File: src/rtl/bsg_axi_mem_rw_scheduler.sv
// Single-port word array scheduler for one AXI write-burst and one AXI read-burst stream.
// Optional range checking: define BSG_AXI_MEM_SCHED_RANGE_CHECK_EN.
module bsg_axi_mem_rw_scheduler #(
    parameter int axi_addr_width_p = 64,
    parameter int axi_data_width_p = 64,
    parameter int axi_len_width_p  = 8,
    parameter int mem_els_p        = 64,
    localparam int strb_width_lp   = axi_data_width_p >> 3,
    localparam int lg_strb_lp      = (strb_width_lp > 1) ? $clog2(strb_width_lp) : 0,
    localparam int lg_mem_els_lp   = (mem_els_p > 1) ? $clog2(mem_els_p) : 1
) (
    input  logic                        clk_i,
    input  logic                        reset_n_i,
    input  logic                        aw_v_i,
    output logic                        aw_ready_o,
    input  logic [axi_addr_width_p-1:0] aw_addr_i,
    input  logic [axi_len_width_p-1:0]  aw_len_i,
    input  logic                        w_v_i,
    output logic                        w_ready_o,
    input  logic [axi_data_width_p-1:0] w_data_i,
    input  logic [strb_width_lp-1:0]    w_strb_i,
    input  logic                        w_last_i,
    output logic                        b_v_o,
    input  logic                        b_ready_i,
    output logic [1:0]                  b_resp_o,
    input  logic                        ar_v_i,
    output logic                        ar_ready_o,
    input  logic [axi_addr_width_p-1:0] ar_addr_i,
    input  logic [axi_len_width_p-1:0]  ar_len_i,
    output logic                        r_v_o,
    input  logic                        r_ready_i,
    output logic [axi_data_width_p-1:0] r_data_o,
    output logic [1:0]                  r_resp_o,
    output logic                        r_last_o,
    output logic                        mem_v_o,
    output logic                        mem_w_o,
    output logic [lg_mem_els_lp-1:0]    mem_idx_o,
    output logic [axi_data_width_p-1:0] mem_data_o,
    output logic [strb_width_lp-1:0]    mem_mask_o,
    input  logic [axi_data_width_p-1:0] mem_data_i
);

    typedef enum logic [1:0] {S_IDLE, S_WRITE, S_WRESP, S_READ} state_e;

    state_e                        state_q, state_d;
    logic                          rr_q, rr_d;
    logic [lg_mem_els_lp-1:0]      idx_q, idx_d;
    logic [axi_len_width_p-1:0]    wcnt_q, wcnt_d;
    logic                          err_q, err_d;
    logic [axi_len_width_p:0]      issue_rem_q, issue_rem_d;
    logic [axi_len_width_p-1:0]    pop_rem_q, pop_rem_d;
    logic                          inflight_q;
    logic                          wr_ptr_q, rd_ptr_q;
    logic [1:0]                    cnt_q, cnt_d;
    logic [axi_data_width_p-1:0]   fifo_q [2];

    logic                          grant_w, grant_r;
    logic [axi_addr_width_p-1:0]   cmd_word;
    logic [axi_len_width_p-1:0]    cmd_len;
    logic [lg_mem_els_lp-1:0]      cmd_idx, idx_inc;
    logic                          cmd_err;
    logic                          fifo_room, issue, push, pop, mem_v;
    logic                          unused_w_last;

    assign unused_w_last = w_last_i;

    // rr_q set means the read side wins the next tie
    assign grant_w  = aw_v_i && (!ar_v_i || !rr_q);
    assign grant_r  = ar_v_i && (!aw_v_i || rr_q);
    assign cmd_word = grant_w ? (aw_addr_i >> lg_strb_lp) : (ar_addr_i >> lg_strb_lp);
    assign cmd_len  = grant_w ? aw_len_i : ar_len_i;
    assign cmd_idx  = lg_mem_els_lp'(cmd_word % axi_addr_width_p'(mem_els_p));
    assign idx_inc  = (idx_q == lg_mem_els_lp'(mem_els_p - 1)) ? '0 : idx_q + 1'b1;

`ifdef BSG_AXI_MEM_SCHED_RANGE_CHECK_EN
    assign cmd_err = ({1'b0, cmd_word} + {{(axi_addr_width_p - axi_len_width_p + 1){1'b0}}, cmd_len})
                     >= (axi_addr_width_p + 1)'(mem_els_p);
`else
    assign cmd_err = 1'b0;
`endif

    // FIFO occupancy plus the one-cycle array read in flight never exceeds two
    assign fifo_room = (cnt_q == 2'd0) || ((cnt_q == 2'd1) && !inflight_q);
    assign issue     = (state_q == S_READ) && (issue_rem_q != '0) && fifo_room;
    assign push      = inflight_q;
    assign r_v_o     = (cnt_q != 2'd0);
    assign pop       = r_v_o && r_ready_i;
    assign mem_v     = !err_q && (((state_q == S_WRITE) && w_v_i) || issue);

    assign r_data_o  = r_v_o ? fifo_q[rd_ptr_q] : '0;
    assign r_last_o  = r_v_o && (pop_rem_q == '0);
    assign r_resp_o  = (r_v_o && err_q) ? 2'b10 : 2'b00;

    always_comb begin
        state_d     = state_q;
        rr_d        = rr_q;
        idx_d       = idx_q;
        wcnt_d      = wcnt_q;
        err_d       = err_q;
        issue_rem_d = issue_rem_q;
        pop_rem_d   = pop_rem_q;
        cnt_d       = cnt_q + 2'(push) - 2'(pop);
        aw_ready_o  = 1'b0;
        ar_ready_o  = 1'b0;
        w_ready_o   = 1'b0;
        b_v_o       = 1'b0;
        b_resp_o    = 2'b00;
        mem_v_o     = mem_v;
        mem_w_o     = mem_v && (state_q == S_WRITE);
        mem_idx_o   = mem_v ? idx_q : '0;
        mem_data_o  = (mem_v && (state_q == S_WRITE)) ? w_data_i : '0;
        mem_mask_o  = (mem_v && (state_q == S_WRITE)) ? w_strb_i : '0;

        case (state_q)
            S_IDLE: begin
                // ready gated by reset so every output is low while reset is held
                aw_ready_o = reset_n_i && grant_w;
                ar_ready_o = reset_n_i && grant_r;
                if (grant_w) begin
                    state_d = S_WRITE;
                    idx_d   = cmd_idx;
                    wcnt_d  = cmd_len;
                    err_d   = cmd_err;
                    if (ar_v_i) rr_d = 1'b1;
                end else if (grant_r) begin
                    state_d     = S_READ;
                    idx_d       = cmd_idx;
                    issue_rem_d = {1'b0, cmd_len} + 1'b1;
                    pop_rem_d   = cmd_len;
                    err_d       = cmd_err;
                    if (aw_v_i) rr_d = 1'b0;
                end
            end
            S_WRITE: begin
                w_ready_o = 1'b1;
                if (w_v_i) begin
                    idx_d = idx_inc;
                    if (wcnt_q == '0) state_d = S_WRESP;
                    else              wcnt_d  = wcnt_q - 1'b1;
                end
            end
            S_WRESP: begin
                b_v_o    = 1'b1;
                b_resp_o = err_q ? 2'b10 : 2'b00;
                if (b_ready_i) state_d = S_IDLE;
            end
            S_READ: begin
                if (issue) begin
                    issue_rem_d = issue_rem_q - 1'b1;
                    idx_d       = idx_inc;
                end
                if (pop) begin
                    if (pop_rem_q == '0) state_d   = S_IDLE;
                    else                 pop_rem_d = pop_rem_q - 1'b1;
                end
            end
            default: state_d = S_IDLE;
        endcase
    end

    always_ff @(posedge clk_i or negedge reset_n_i) begin
        if (!reset_n_i) begin
            state_q     <= S_IDLE;
            rr_q        <= 1'b0;
            idx_q       <= '0;
            wcnt_q      <= '0;
            err_q       <= 1'b0;
            issue_rem_q <= '0;
            pop_rem_q   <= '0;
            inflight_q  <= 1'b0;
            wr_ptr_q    <= 1'b0;
            rd_ptr_q    <= 1'b0;
            cnt_q       <= 2'd0;
        end else begin
            state_q     <= state_d;
            rr_q        <= rr_d;
            idx_q       <= idx_d;
            wcnt_q      <= wcnt_d;
            err_q       <= err_d;
            issue_rem_q <= issue_rem_d;
            pop_rem_q   <= pop_rem_d;
            inflight_q  <= issue;
            wr_ptr_q    <= wr_ptr_q ^ push;
            rd_ptr_q    <= rd_ptr_q ^ pop;
            cnt_q       <= cnt_d;
        end
    end

    // Out-of-range bursts still produce beats, carrying zero data
    always_ff @(posedge clk_i) begin
        if (push) fifo_q[wr_ptr_q] <= err_q ? '0 : mem_data_i;
    end

endmodule

File: config.mk
export PLATFORM = sky130hd
export DESIGN_NAME = bsg_axi_mem_rw_scheduler
export DESIGN_NICKNAME = d
export VERILOG_FILES = /design/src/rtl/bsg_axi_mem_rw_scheduler.sv
export SDC_FILE = /design/constraint.sdc
export NUM_CORES = 1
export LEC_CHECK = 0
export ABC_AREA = 1
export ABC_CLOCK_PERIOD_IN_PS = 5000
export CORE_AREA = 2 2 174 176
export DETAILED_ROUTE_END_ITERATION = 7
export DIE_AREA = 0 0 176 178
export HOLD_SLACK_MARGIN = 0.08
export PLACE_DENSITY = 0.71
export RECOVER_POWER = 50
export SKIP_LAST_GASP = 1
export SLEW_MARGIN = 20
export SYNTH_ARGS = -nofsm -noshare
export SYNTH_HDL_FRONTEND = slang
export SYNTH_SLANG_ARGS = --single-unit
File: constraint.sdc
create_clock -name clk_i -period 5 [get_ports clk_i]
set_input_delay 1 -clock clk_i [delete_from_list [all_inputs] [get_ports clk_i]]
set_output_delay 1 -clock clk_i [all_outputs]
set_load 0.02 [all_outputs]
Word-level counts from Yosys, hierarchy flattened --
Memories as Yosys holds them, arrays and structs flattened. Index checks and enable logic that the tools add are counted.
Word-level totals: word-level logic and storage cells 128, input port bits 288, register bits 40, memory bits (writable) 128, output and inout bits 154, memories 1
Memory list:
- fifo_q | depth 2, width 64, rd ports 1, clocked after Yosys merged registers in 0, write ports 1, line 55 | logic [axi_data_width_p-1:0] fifo_q [2];
Cells by class: multiplexer cells 49, equality and inequality tests 18, add/sub/neg operators 7, bitwise gates (word level) 2, reduce and logical (&&, ||, !) cells 40
Operators with widths (number):
- $mux 64 | 3
- $mux 8 | 9
- $mux 6 | 7
- $pmux 8 s2 | 2
- $mux 9 | 3
- $mux 2 | 10
- $ne 2x2->1 const B | 10
- $pmux 6 s3 | 1
- $pmux 9 s2 | 1
- $logic_not 8->1 | 2
- $reduce_and 4->1 | 4
- $sub 8x1->8 const B | 2
- $logic_and 1x1->1 | 13
- $mux 1 | 12
- $reduce_bool 2->1 | 5
- $add 8x1->9 const B | 1
- $reduce_bool 9->1 | 1
- $sub 9x1->9 const B | 1
- $pmux 2 s4 | 1
- $add 6x1->6 const B | 1
- $eq 6x6->1 const B | 1
- $reduce_and 6->1 | 1
- $logic_not 1->1 | 5
- $reduce_and 5->1 | 1
- other kinds (11) | 19

Logic depth before layout (Yosys ltp) --
Gate-level depths: netlist (run 1).
depth after elaboration 8, depth in mapped cells 12, depth with buffers taken out 12

Least setup slack after synthesis (run 1) --
No wires, ideal clock.
path type input -> output, start point input port w_v_i, end point output port mem_idx_o[0], path slack 2.113 ns, stages 3, buffers on the path 1, required time 4.000 ns, arrival time 1.887 ns, cells stage by stage nand2_1 > clkbuf_1 > a21boi_0
Between the ends: longest elaborated chain between the ends 4
RTL lines:
- from (decl) | line 18 | input logic w_v_i,
- $logic_and 1x1->1 | line 88 | assign mem_v = !err_q && (((state_q == S_WRITE) && w_v_i) || issue);
- $logic_or 1x1->1 | line 88
- $logic_and 1x1->1 | line 88
- $mux 6 | line 110 | mem_idx_o = mem_v ? idx_q : '0;
- to (decl) | line 37 | output logic [lg_mem_els_lp-1:0] mem_idx_o,
Every way passes these cells.

Final worst setup path (run 1) --
start point register state_q[0], end point output port mem_data_o[42]
Between the ends: longest elaborated chain between the ends 7, elaborated cells between the ends (all ways) 9, classes of those cells eq/ne: 2; mux: 1; reduce/logical: 6
RTL lines:
- from (decl) | line 45 | state_e state_q, state_d;
- from (signal assigned) | line 175 | state_q <= state_d;
- $eq 2x2->1 | line 84 | assign issue = (state_q == S_READ) && (issue_rem_q != '0) && fifo_room;
- $logic_and 1x1->1 (2 in series) | line 84
- $logic_or 1x1->1 | line 88
- $logic_and 1x1->1 | line 88
- $logic_and 1x1->1 * | line 111 | mem_data_o = (mem_v && (state_q == S_WRITE)) ? w_data_i : '0;
- $mux 64 * | line 111
- to (decl) | line 38 | output logic [axi_data_width_p-1:0] mem_data_o,
Every way passes the cells marked *; elsewhere a longest branch is shown, timed or not.

==> results of run 1 <==
-- synth_stat cells (4+ instances only) --
library cell	count
inv_2	6
o211ai_1	6
o21ai_0	43
nor3_1	8
dfrtp_1	39
nor2_1	128
edfxtp_1	128
xor2_1	5
nand3_1	35
o21ai_1	8
buf_4	5
buf_2	4
nand2_2	5
ha_1	11
buf_1	8
nand2_1	250
a21oi_1	79
inv_1	121
nand4_1	5
clkbuf_1	24
-- power by group through the flow --
stage	registers [mW]	clock network (mW)	logic (mW)
finish	1.92	1.30	3.31
global route	1.95	1.39	3.65
CTS	1.92	1.34	3.37
detailed placement	1.95	0	3.36
global placement	1.94	0	3.31
floorplan	1.91	0	1.98
-- layout by cell type (no fill, tap or decap), drive strengths merged --
cell / n
xnor2: 2
nor2: 130
a211oi: 1
o21ai: 51
clkbuf: 20
ha: 11
dlygate4sd3: 64
inv: 135
buf: 6
a21boi: 3
nand3: 35
o211ai: 6
xor2: 5
a31oi: 1
conb: 4
o21a: 2
nand4: 5
edfxtp: 128
nor3: 8
clkinv: 6
o22ai: 3
clkinvlp: 1
or2: 1
nand2: 256
clkdlybuf4s50: 255
dfrtp: 39
a21oi: 82
a22oi: 1
nand3b: 1
-- layer usage --
layer / share of wire / global-route usage / vias to the layer above
li1: - / - / 3647
met3: 0.072 / 0.0431 / 15
met1: 0.43 / 0.188 / 3323
met4: 0.0089 / 0.0355 / 4
met5: 0.0011 / 0 / -
met2: 0.49 / 0.254 / 246
-- cells by family (layout without fill, tap and decap cells) --
family,Yosys count,after routing
simple gates,436,436
buf+inv,171,487
flops,167,167
compound gates,150,150
fa+ha+maj,11,11
xor+xnor,7,7
other cells,1,4
-- registers in the layout (all words and copies together) (netlist names) --
name,count
inflight_q,1
state_q,2
cnt_q,2
wr_ptr_q,1
fifo_q,128
idx_q,6
pop_rem_q,8
rr_q,1
issue_rem_q,9
wcnt_q,8
rd_ptr_q,1
-- metrics by stage --
step | instance area [sq um] | cells
6_report | 12400 | 1652
5_1_grt | 12400 | 1652
4_1_cts | 12400 | 1652
3_5_place_dp | 11800 | 1620
3_3_place_gp | 11800 | 1620
2_1_floorplan | 8270 | 946
-- how the worst max path moves through the flow --
stage / from / end / slack, ps / depth (start not counted)
2_1_floorplan: w_v_i / mem_idx_o[0] / 2110 / 3
3_3_place_gp: aw_v_i / aw_ready_o / 960 / 6
3_5_place_dp: aw_v_i / aw_ready_o / 950 / 6
4_1_cts: state_q[0]$_DFFE_PN0P_ / mem_data_o[42] / 750 / 6
5_1_grt: state_q[0]$_DFFE_PN0P_ / mem_data_o[54] / 570 / 6
6_report: state_q[0]$_DFFE_PN0P_ / mem_data_o[42] / 820 / 6
-- cell type report --
class | instances | area (sq um)
Fill cell | 2824 | 17000
Multi-Input combinational cell | 608 | 2770
Tap cell | 390 | 488
Clock inverter | 15 | 155
Clock buffer | 17 | 425
Timing Repair Buffer | 328 | 3260
Sequential cell | 167 | 4820
Inverter | 127 | 477
-- tightest hold or removal path, cell delays in order (launching register included) --
cell,delay (ps)
dfrtp_1,360
nand2_1,60
nand2_1,60
==> summary.md, run 1 <==
| Metric | Value |
|---|---|
| Reg2Reg Setup Slack | `1200 ps` |
| Synth Register Bits | `167` |
| Synth Cell Area | `8260 sq um` |
| CTS root buf | `clkbuf_16` |
| Post-synthesis xor/xnor area fraction | `0.00742` |
| Vias | `~7200` |
| Period utilization | `0.837` |
| Via-to-Cell Ratio | `4.38` |
| CTS resizes | `0` |
| Die Width | `176 um` |
| H-tree levels | `4` |
| Ratio of cells with drive above 1 in the final layout | `0.0460` |
| Max-cap violations | `3` |
| Violated checks | `max-capacitance violations, max-slew violations` |
| Vias in the first global route | `6888` |
| Reg2Reg Launch Point | `inflight_q$_DFF_PN0_` |
| Pre-CTS setup slack | `950 ps` |
| CTS Hold Bufs | `0` |
| Final Hold Vio Count | `0` |
| Post-synth top area cell | `edfxtp_1` |
| Skew-Pair Late Insertion Delay | `420 ps` |
| Syn_area_per_cell | `a little under 9 sq um` |
| Min-delay worst type | `reg2reg` |
| All-layer global routing usage | `0.149` |
| Final setup viols | `0` |
| Post-route ant nets | `0` |
| CTS clock-pin slew for the worst setup and hold paths | `approximately 80 ps` |
| Synth warn | `0` |
| Hpwl dp | `17100 um` |
| Number of synthesized flops with an enable pin | `128` |
| Ant. Diodes | `0` |
| Pwr Total | `6.54 mW` |
| Max-slew headroom | `-1.55` |
| Net Switching | `2.80 mW` |
| Switching part of the total | `0.428` |
| Rows | `63` |
| Die footprint | `31300 sq um` |
| Largest family of logic cells by synthesized area | `simple AND/OR/NAND/NOR gates` |
| Routability Congestion | `0.821` |
| Comb power frac | `0.507` |
| IO Count | `442` |
| Worst path cell trace | `inv_2, nor2_4, nand2_2, buf_12, nor2_1, clkdlybuf4s50_1` |
| Setup crit end kind | `output pin` |
| Grt total ovfl | `0` |
| Mapped Cells | `943` |
| TritonCTS clock tree | `done` |
| FF-to-FF End | `fifo_q[1][3]$_DFFE_PP_` |
| Area growth, synth to finish | `50.1%` |
| Reg2Reg Depth | `2` |
| Unrepaired setup endpoints after global routing | `false` |
| Worst Path Arrival | `3180 ps` |
| Clock buffer depth | `2` |
| Total CTS buffers | `17` |
| Crit path max fanout | `47` |
| Compound-Gate Fraction of Synth Area | `0.0980` |
| Kind of cell adding the most delay to the critical path | `buffers and inverters` |
| Starting Density | `0.281` |
| Final core utilization | `0.422` |
| LEAKAGE | `about 5.1 nW` |
| Worst Path Buf+Inv | `3` |
| Fraction of the mapped netlist area in simple logic gates | `0.211` |
| Worst Hold End | `wcnt_q[4]$_DFFE_PN0P_` |
| Seq pwr share | `0.294` |
| Distinct cells, synth | `35` |
| Post-Route WL | `between 20000 and 25000 um` |
| # nets final | `~1500` |
| First-pass GRT wire length | `36600 um` |
| Min-delay src | `wcnt_q[4]$_DFFE_PN0P_` |
| Synth Area in Adders | `0.0167` |
| Peak supply drop | `312 uV` |
| Clk sink count | `167` |
| Hold depth | `2` |
| Post-CTS Setup Repair Bufs | `0` |
| Clk pwr share | `0.199` |
| Multiplexer area fraction after synthesis | `0` |
| Worst Max-Slew Pin Slew | `3830 ps` |
| Seq/Total Area, Yosys | `0.584` |
| WP data required | `around 4000 ps` |
| Skew final | `12.8 ps` |
| First-iteration detailed-routing DRC count | `480` |
| Critical Path Source Type | `register` |
| CP max stage delay | `around 660 ps` |
| Top_reg_cell synth | `edfxtp_1` |
| Power Dens Cells | `527 nW/um^2` |
| Initial antenna violation count | `2` |
| Die height | `~180 um` |
| DR WL/cell | `approximately 15 um` |
| Setup TNS | `0 ps` |
| Top-area cell type share of the netlist area | `0.465` |
| Top cells by area, synth | `edfxtp_1 47%, dfrtp_1 12%, nand2_1 11%` |
| Drt drc | `0` |
| Min Hold Slack | `505 ps` |
| Core ar. | `29400 sq um` |
| Status | `finished with violations` |
| Pre-antenna DRT Iters | `5` |
| Max Clk Rate | `approximately 240 MHz` |
| WS Path Type | `reg2out` |
| Crit path max-delay cell type | `clkdlybuf4s50_1` |
| Crit path time final | `4180 ps` |
| Ys async rst share | `0.234` |
| Slew Limit Fails | `139` |
| Largest net degree at the start of global routing | `68` |
| Design internal power | `around 3.7 mW` |
| PortBufs | `320` |
| Final setup margin | `817 ps` |
(Power assumes the default switching activity.)
==> inputs of run 2 (changes only) <==
--- a/config.mk
+++ b/config.mk
@@ -6,12 +6,12 @@
 export NUM_CORES = 1
 export LEC_CHECK = 0
 export ABC_AREA = 1
-export ABC_CLOCK_PERIOD_IN_PS = 5000
-export CORE_AREA = 2 2 174 176
+export ABC_CLOCK_PERIOD_IN_PS = 4200
+export CORE_AREA = 2 2 170 172
 export DETAILED_ROUTE_END_ITERATION = 7
-export DIE_AREA = 0 0 176 178
+export DIE_AREA = 0 0 172 174
 export HOLD_SLACK_MARGIN = 0.08
-export PLACE_DENSITY = 0.71
+export PLACE_DENSITY = 0.73
 export RECOVER_POWER = 50
 export SKIP_LAST_GASP = 1
 export SLEW_MARGIN = 20
==> constraint.sdc (replaced) <==
create_clock -name clk_i -period 4.2 [get_ports clk_i]
set_input_delay 0.84 -clock clk_i [delete_from_list [all_inputs] [get_ports clk_i]]
set_output_delay 0.84 -clock clk_i [all_outputs]
set_load 0.02 [all_outputs]
==> summary.md, run 2 (synthesis gave the netlist of run 1 again) <==
| Metric | Value |
|---|---|
| FF-to-FF End | `fifo_q[1][9]$_DFFE_PP_` |
| Skew-Pair Late Insertion Delay | `430 ps` |
| Total CTS buffers | `17` |
| Clock buffer depth | `2` |
| Routability Congestion | `0.847` |
| Rows | `62` |
| Die Width | `~170 um` |
| PortBufs | `320` |
| # nets final | `between 1500 and 2000` |
| Core ar. | `28200 sq um` |
| Unrepaired setup endpoints after global routing | `false` |
| Post-route ant nets | `0` |
| Final instance area | `~13000 sq um` |
| Largest net degree at the start of global routing | `around 70` |
| Worst Path Arrival | `2700 ps` |
| Drt drc | `0` |
| CTS resizes | `0` |
| Reg2Reg Launch Point | `inflight_q$_DFF_PN0_` |
| GRT met3 Usage | `0.0512` |
| All-layer global routing usage | `0.161` |
| Via-to-Cell Ratio | `4.45` |
| Final Hold Vio Count | `0` |
| Design internal power | `4.49 mW` |
| Area growth, synth to finish | `51.4%` |
| Hold depth | `2` |
| Seq pwr share | `0.290` |
| Initial antenna violation count | `7` |
| LEAKAGE | `5.17 nW` |
| CTS root buf | `clkbuf_16` |
| Skew final | `approximately 15 ps` |
| First-pass GRT wire length | `37600 um` |
| Vias | `~7400` |
| Crit path time final | `3540 ps` |
| Critical Path Source Type | `input port` |
| Die footprint | `29900 sq um` |
| First-iteration detailed-routing DRC count | `433` |
| Vias in the first global route | `7318` |
| Grt total ovfl | `0` |
| Net Switching | `3.35 mW` |
| Reg2Reg Depth | `2` |
| Pre-antenna DRT Iters | `5` |
| CTS clock-pin slew for the worst setup and hold paths | `70 ps` |
| TritonCTS clock tree | `done` |
| DR WL/cell | `14.7 um` |
| Crit path max fanout | `16` |
| Max Clk Rate | `283 MHz` |
| Min-delay worst type | `reg2reg` |
| Most frequent cells in the layout | `255 x clkdlybuf4s50_1, 250 x nand2_1, 128 x edfxtp_1, 127 x nor2_1, 121 x inv_1` |
| Min-delay src | `pop_rem_q[5]$_DFFE_PN0P_` |
| Clk pwr share | `0.203` |
| H-tree levels | `4` |
| Comb power frac | `0.508` |
| Worst Max-Slew Pin Slew | `2270 ps` |
| Biggest regs | `fifo_q: 128 flops, issue_rem_q: 9 flops` |
| Slew Limit Fails | `77` |
| IO Count | `442` |
| Commonest non-fill, non-tap cell in the layout | `clkdlybuf4s50_1` |
| Setup TNS | `0 ps` |
| Final setup viols | `0` |
| Met1 usage | `0.187` |
| Max-slew headroom | `-0.514` |
| Setup crit end kind | `output pin` |
| Switching part of the total | `0.428` |
| Post-CTS Setup Repair Bufs | `0` |
| Starting Density | `0.292` |
| Dpl cell area | `11900 sq um` |
| Largest register FFs | `128` |
| Fillers | `2708` |
| Worst Hold End | `pop_rem_q[5]$_DFFE_PN0P_` |
| Period utilization | `0.842` |
| Post-Route WL | `24400 um` |
| Peak supply drop | `275 uV` |
| WP data required | `~3400 ps` |
| Grt peak-use layer | `met2` |
| Max-cap violations | `2` |
| Met2 Track Usage GR | `0.284` |
| CTS Hold Bufs | `0` |
| Clk sink count | `approximately 170` |
| Ratio of cells with drive above 1 in the final layout | `0.0542` |
| WS Path Type | `in2out` |
| Power Dens Cells | `627 nW/um^2` |
| Status | `finished with violations` |
| Reg2Reg Setup Slack | `between 1000 and 1500 ps` |
| Violated checks | `max-capacitance violations, max-slew violations` |
| Largest Register | `fifo_q` |
| Hpwl dp | `18100 um` |
| Die height | `between 150 and 200 um` |
[run 2: cell count changes in the layout (fill, tap and decap cells not counted)]
cell / previous run / this run
clkinv_1: 1 / 0
clkinv_4: 3 / 1
diode_2: 0 / 6
inv_8: 6 / 4
clkbuf_1: 3 / 4
clkinv_8: 2 / 6
buf_2: 0 / 1
buf_4: 5 / 15
inv_12: 0 / 1
buf_12: 1 / 0
[run 2: how the worst max path moves through the flow]
stage,from,end,slack (ps),cells after the start
floorplan,w_v_i,mem_idx_o[0],1630,3
global placement,w_v_i,mem_data_o[21],620,5
detailed placement,w_v_i,mem_data_o[20],630,5
CTS,w_v_i,mem_data_o[20],630,5
global route,issue_rem_q[0]$_DFFE_PN0P_,mem_idx_o[2],560,8
finish,w_v_i,mem_data_o[21],660,5
[run 2: cell type report]
type	instances	area, sq um	share of cell area
sequential	167	4820	0.385
timing repair buffer	339	3330	0.266
multi-input combinational	608	2770	0.221
tap	384	480	0.0384
inverter	127	477	0.0381
clock buffer	17	425	0.0340
clock inverter	15	193	0.0154
antenna	6	15.0	0.00120
[run 2: per-layer routing]
layer | routed length [um] | part of all wire | vias up
met5 | 9 | 0.00037 | -
met4 | 387 | 0.016 | 2
met3 | 2100 | 0.086 | 29
met2 | 12100 | 0.50 | 301
met1 | 9820 | 0.40 | 3385
li1 | - | - | 3685
[run 2: metrics by stage]
step | cells | setup WS (ps) | utilization | hold slack, ps | total power [mW]
6_report | 1663 | 663 | 0.443 | 512 | 7.84
5_1_grt | 1663 | 556 | 0.443 | 536 | 8.41
4_1_cts | 1657 | 628 | 0.443 | 495 | 7.96
3_3_place_gp | 1625 | 619 | 0.421 | 486 | 6.28
3_5_place_dp | 1625 | 630 | 0.421 | 493 | 6.34
2_1_floorplan | 946 | 1630 | - | 463 | 4.63
[run 2: worst max-delay path: stages]
cell,delay [ps]
clkdlybuf4s50_1,540
nand2_2,240
buf_4,290
nor2_1,150
clkdlybuf4s50_1,630
[run 2: power by group through the flow]
| stage | clock (mW) | sequential [mW] | combinational [mW] |
|---|---|---|---|
| floorplan | 0 | 2.27 | 2.36 |
| global placement | 0 | 2.29 | 3.99 |
| detailed placement | 0 | 2.30 | 4.04 |
| CTS | 1.63 | 2.27 | 4.06 |
| global route | 1.69 | 2.31 | 4.40 |
| finish | 1.59 | 2.27 | 3.98 |
==> inputs of run 3 (changes only) <==
--- a/config.mk
+++ b/config.mk
@@ -6,7 +6,7 @@
 export NUM_CORES = 1
 export LEC_CHECK = 0
 export ABC_AREA = 1
-export ABC_CLOCK_PERIOD_IN_PS = 4200
+export ABC_CLOCK_PERIOD_IN_PS = 3300
 export CORE_AREA = 2 2 170 172
 export DETAILED_ROUTE_END_ITERATION = 7
 export DIE_AREA = 0 0 172 174
==> constraint.sdc (replaced) <==
create_clock -name clk_i -period 3.3 [get_ports clk_i]
set_input_delay 0.66 -clock clk_i [delete_from_list [all_inputs] [get_ports clk_i]]
set_output_delay 0.66 -clock clk_i [all_outputs]
set_load 0.02 [all_outputs]
==> summary.md, run 3 (synthesis gave the netlist of run 1 again) <==
| Metric | Value |
|---|---|
| Status | `finished with violations` |
| Violated checks | `max-capacitance violations, max-slew violations` |
| Final instance area | `12500 sq um` |
| DR WL/cell | `14.9 um` |
| Max Clk Rate | `323 MHz` |
| TritonCTS clock tree | `done` |
| Post-Route WL | `24700 um` |
| Setup crit end kind | `output pin` |
| Crit path time final | `3100 ps` |
| All-layer global routing usage | `0.162` |
| Ratio of cells with drive above 1 in the final layout | `0.0535` |
| Worst Max-Slew Pin Slew | `2260 ps` |
| Critical Path Source Type | `input port` |
| WS Path Type | `in2out` |
| PortBufs | `320` |
| Hpwl dp | `17400 um` |
| Crit path max-delay cell type | `clkdlybuf4s50_1` |
| Slew Limit Fails | `170` |
| Biggest regs | `fifo_q: 128 flops, issue_rem_q: 9 flops` |
| Initial antenna violation count | `7` |
| Worst Path Buf+Inv | `3` |
| Clk sink count | `167` |
| CTS resizes | `0` |
| First-iteration detailed-routing DRC count | `476` |
| CTS root buf | `clkbuf_16` |
| Largest register FFs | `128` |
| Peak supply drop | `around 320 uV` |
| Largest Register | `fifo_q` |
| Die height | `174 um` |
| Skew-Pair Late Insertion Delay | `420 ps` |
| Pre-antenna DRT Iters | `5` |
| Min-delay worst type | `reg2reg` |
| Max-cap violations | `3` |
| Grt total ovfl | `0` |
| Period utilization | `0.938` |
| Routability Congestion | `0.900` |
| Core ar. | `28200 sq um` |
| WP data required | `roughly 2600 ps` |
| Worst path most repeated cell | `clkdlybuf4s50_1` |
| Unrepaired setup endpoints after global routing | `false` |
| Skew final | `17.4 ps` |
| Worst Path Arrival | `2440 ps` |
| Via-to-Cell Ratio | `4.47` |
| H-tree levels | `4` |
| CP max stage delay | `660 ps` |
| Kind of cell adding the most delay to the critical path | `buffers and inverters` |
| Power Dens Cells | `798 nW/um^2` |
| IO Count | `between 400 and 500` |
| Max-slew headroom | `-0.508` |
| Rows | `62` |
| Area occupied by multi-input gates | `2770 sq um` |
| Pwr Total | `9.98 mW` |
| Most frequent cells in the layout | `255 x clkdlybuf4s50_1, 249 x nand2_1, 128 x edfxtp_1, 127 x nor2_1, 121 x inv_1` |
| # nets final | `~1600` |
| LEAKAGE | `5.17 nW` |
| Drt drc | `0` |
| Crit path max fanout | `74` |
| Vias in the first global route | `7062` |
| Setup TNS | `0 ps` |
| Worst path cell trace | `clkdlybuf4s50_1, nand2_2, buf_12, nor2_1, clkdlybuf4s50_1` |
| First-pass GRT wire length | `between 30000 and 40000 um` |
| Largest net degree at the start of global routing | `75` |
| Dpl cell area | `11900 sq um` |
| Post-route ant nets | `0` |
| Clock buffer depth | `2` |
| CTS clock-pin slew for the worst setup and hold paths | `70 ps` |
| CTS Hold Bufs | `0` |
| Register area | `4820 sq um` |
| Post-CTS Setup Repair Bufs | `0` |
| Commonest non-fill, non-tap cell in the layout | `clkdlybuf4s50_1` |
| Final setup viols | `0` |
| Starting Density | `0.292` |
| Total CTS buffers | `17` |
| Vias | `approximately 7400` |
| Fillers | `2677` |
| Area growth, synth to finish | `51.3%` |
| Die footprint | `29900 sq um` |
| Die Width | `172 um` |
| Final Hold Vio Count | `0` |
[run 3: cell count changes in the layout (fill, tap and decap cells not counted), moves of 2 or more]
| cell | previous run | this run |
|---|---|---|
| clkinv_8 | 6 | 2 |
| buf_12 | 0 | 4 |
| clkbuf_2 | 0 | 2 |
| clkinv_4 | 1 | 4 |
| clkbuf_1 | 4 | 2 |
| buf_4 | 15 | 8 |
[run 3: area by class of cell]
type,count,share of cell area
flip-flops and latches,167,0.386
repair buffers,336,0.269
multi-input cells,608,0.222
well taps,384,0.0384
inverters,127,0.0381
clock buffers,17,0.0340
clock inverters,15,0.0122
diodes,5,0.00100
[run 3: path summary, 6_finish.rpt]
path | startpoint | end | slack (ps) | depth (start not counted)
min in group asynchronous | reset_n_i | pop_rem_q[3]$_DFFE_PN0P_ | 1010 | 2
max reg2reg | rr_q$_DFFE_PN0P_ | issue_rem_q[4]$_DFFE_PN0P_ | 870 | 11
max | w_v_i | mem_data_o[19] | 200 | 5
max in group asynchronous | reset_n_i | rd_ptr_q$_DFF_PN0_ | 820 | 2
min | pop_rem_q[5]$_DFFE_PN0P_ | pop_rem_q[5]$_DFFE_PN0P_ | 500 | 2
min reg2reg | pop_rem_q[5]$_DFFE_PN0P_ | pop_rem_q[5]$_DFFE_PN0P_ | 500 | 2
[run 3: worst register-to-register path, delay by kind of cell (launching register included)]
| kind | cells | cell delay, ps |
|---|---|---|
| flops | 1 | 390 |
| buf+inv | 1 | 630 |
| compound gates | 2 | 240 |
| simple gates | 7 | 830 |
| fa+ha+maj | 1 | 210 |
[run 3: per-layer routing]
layer / GRT usage / part of all wire / up-vias
met5: 0 / 0.00073 / -
met4: 0.0427 / 0.011 / 4
met3: 0.0428 / 0.082 / 20
met2: 0.285 / 0.49 / 299
met1: 0.195 / 0.42 / 3416
li1: - / - / 3679
[run 3: through the flow]
step / hold slack [ps] / std cells / worst slack, ps / util
floorplan: 364 / 946 / 904 / -
global placement: 483 / 1622 / 233 / 0.422
detailed placement: 489 / 1622 / 208 / 0.422
CTS: 323 / 1654 / 187 / 0.443
global route: 547 / 1658 / 15.9 / 0.442
finish: 501 / 1659 / 205 / 0.443
[run 3: where the power goes]
group          switching (mW)  internal [mW]  leakage (nW)
Combinational            3.08           2.04          3.25
Sequential              0.226           2.69          1.63
Clock                   0.939           1.01         0.281
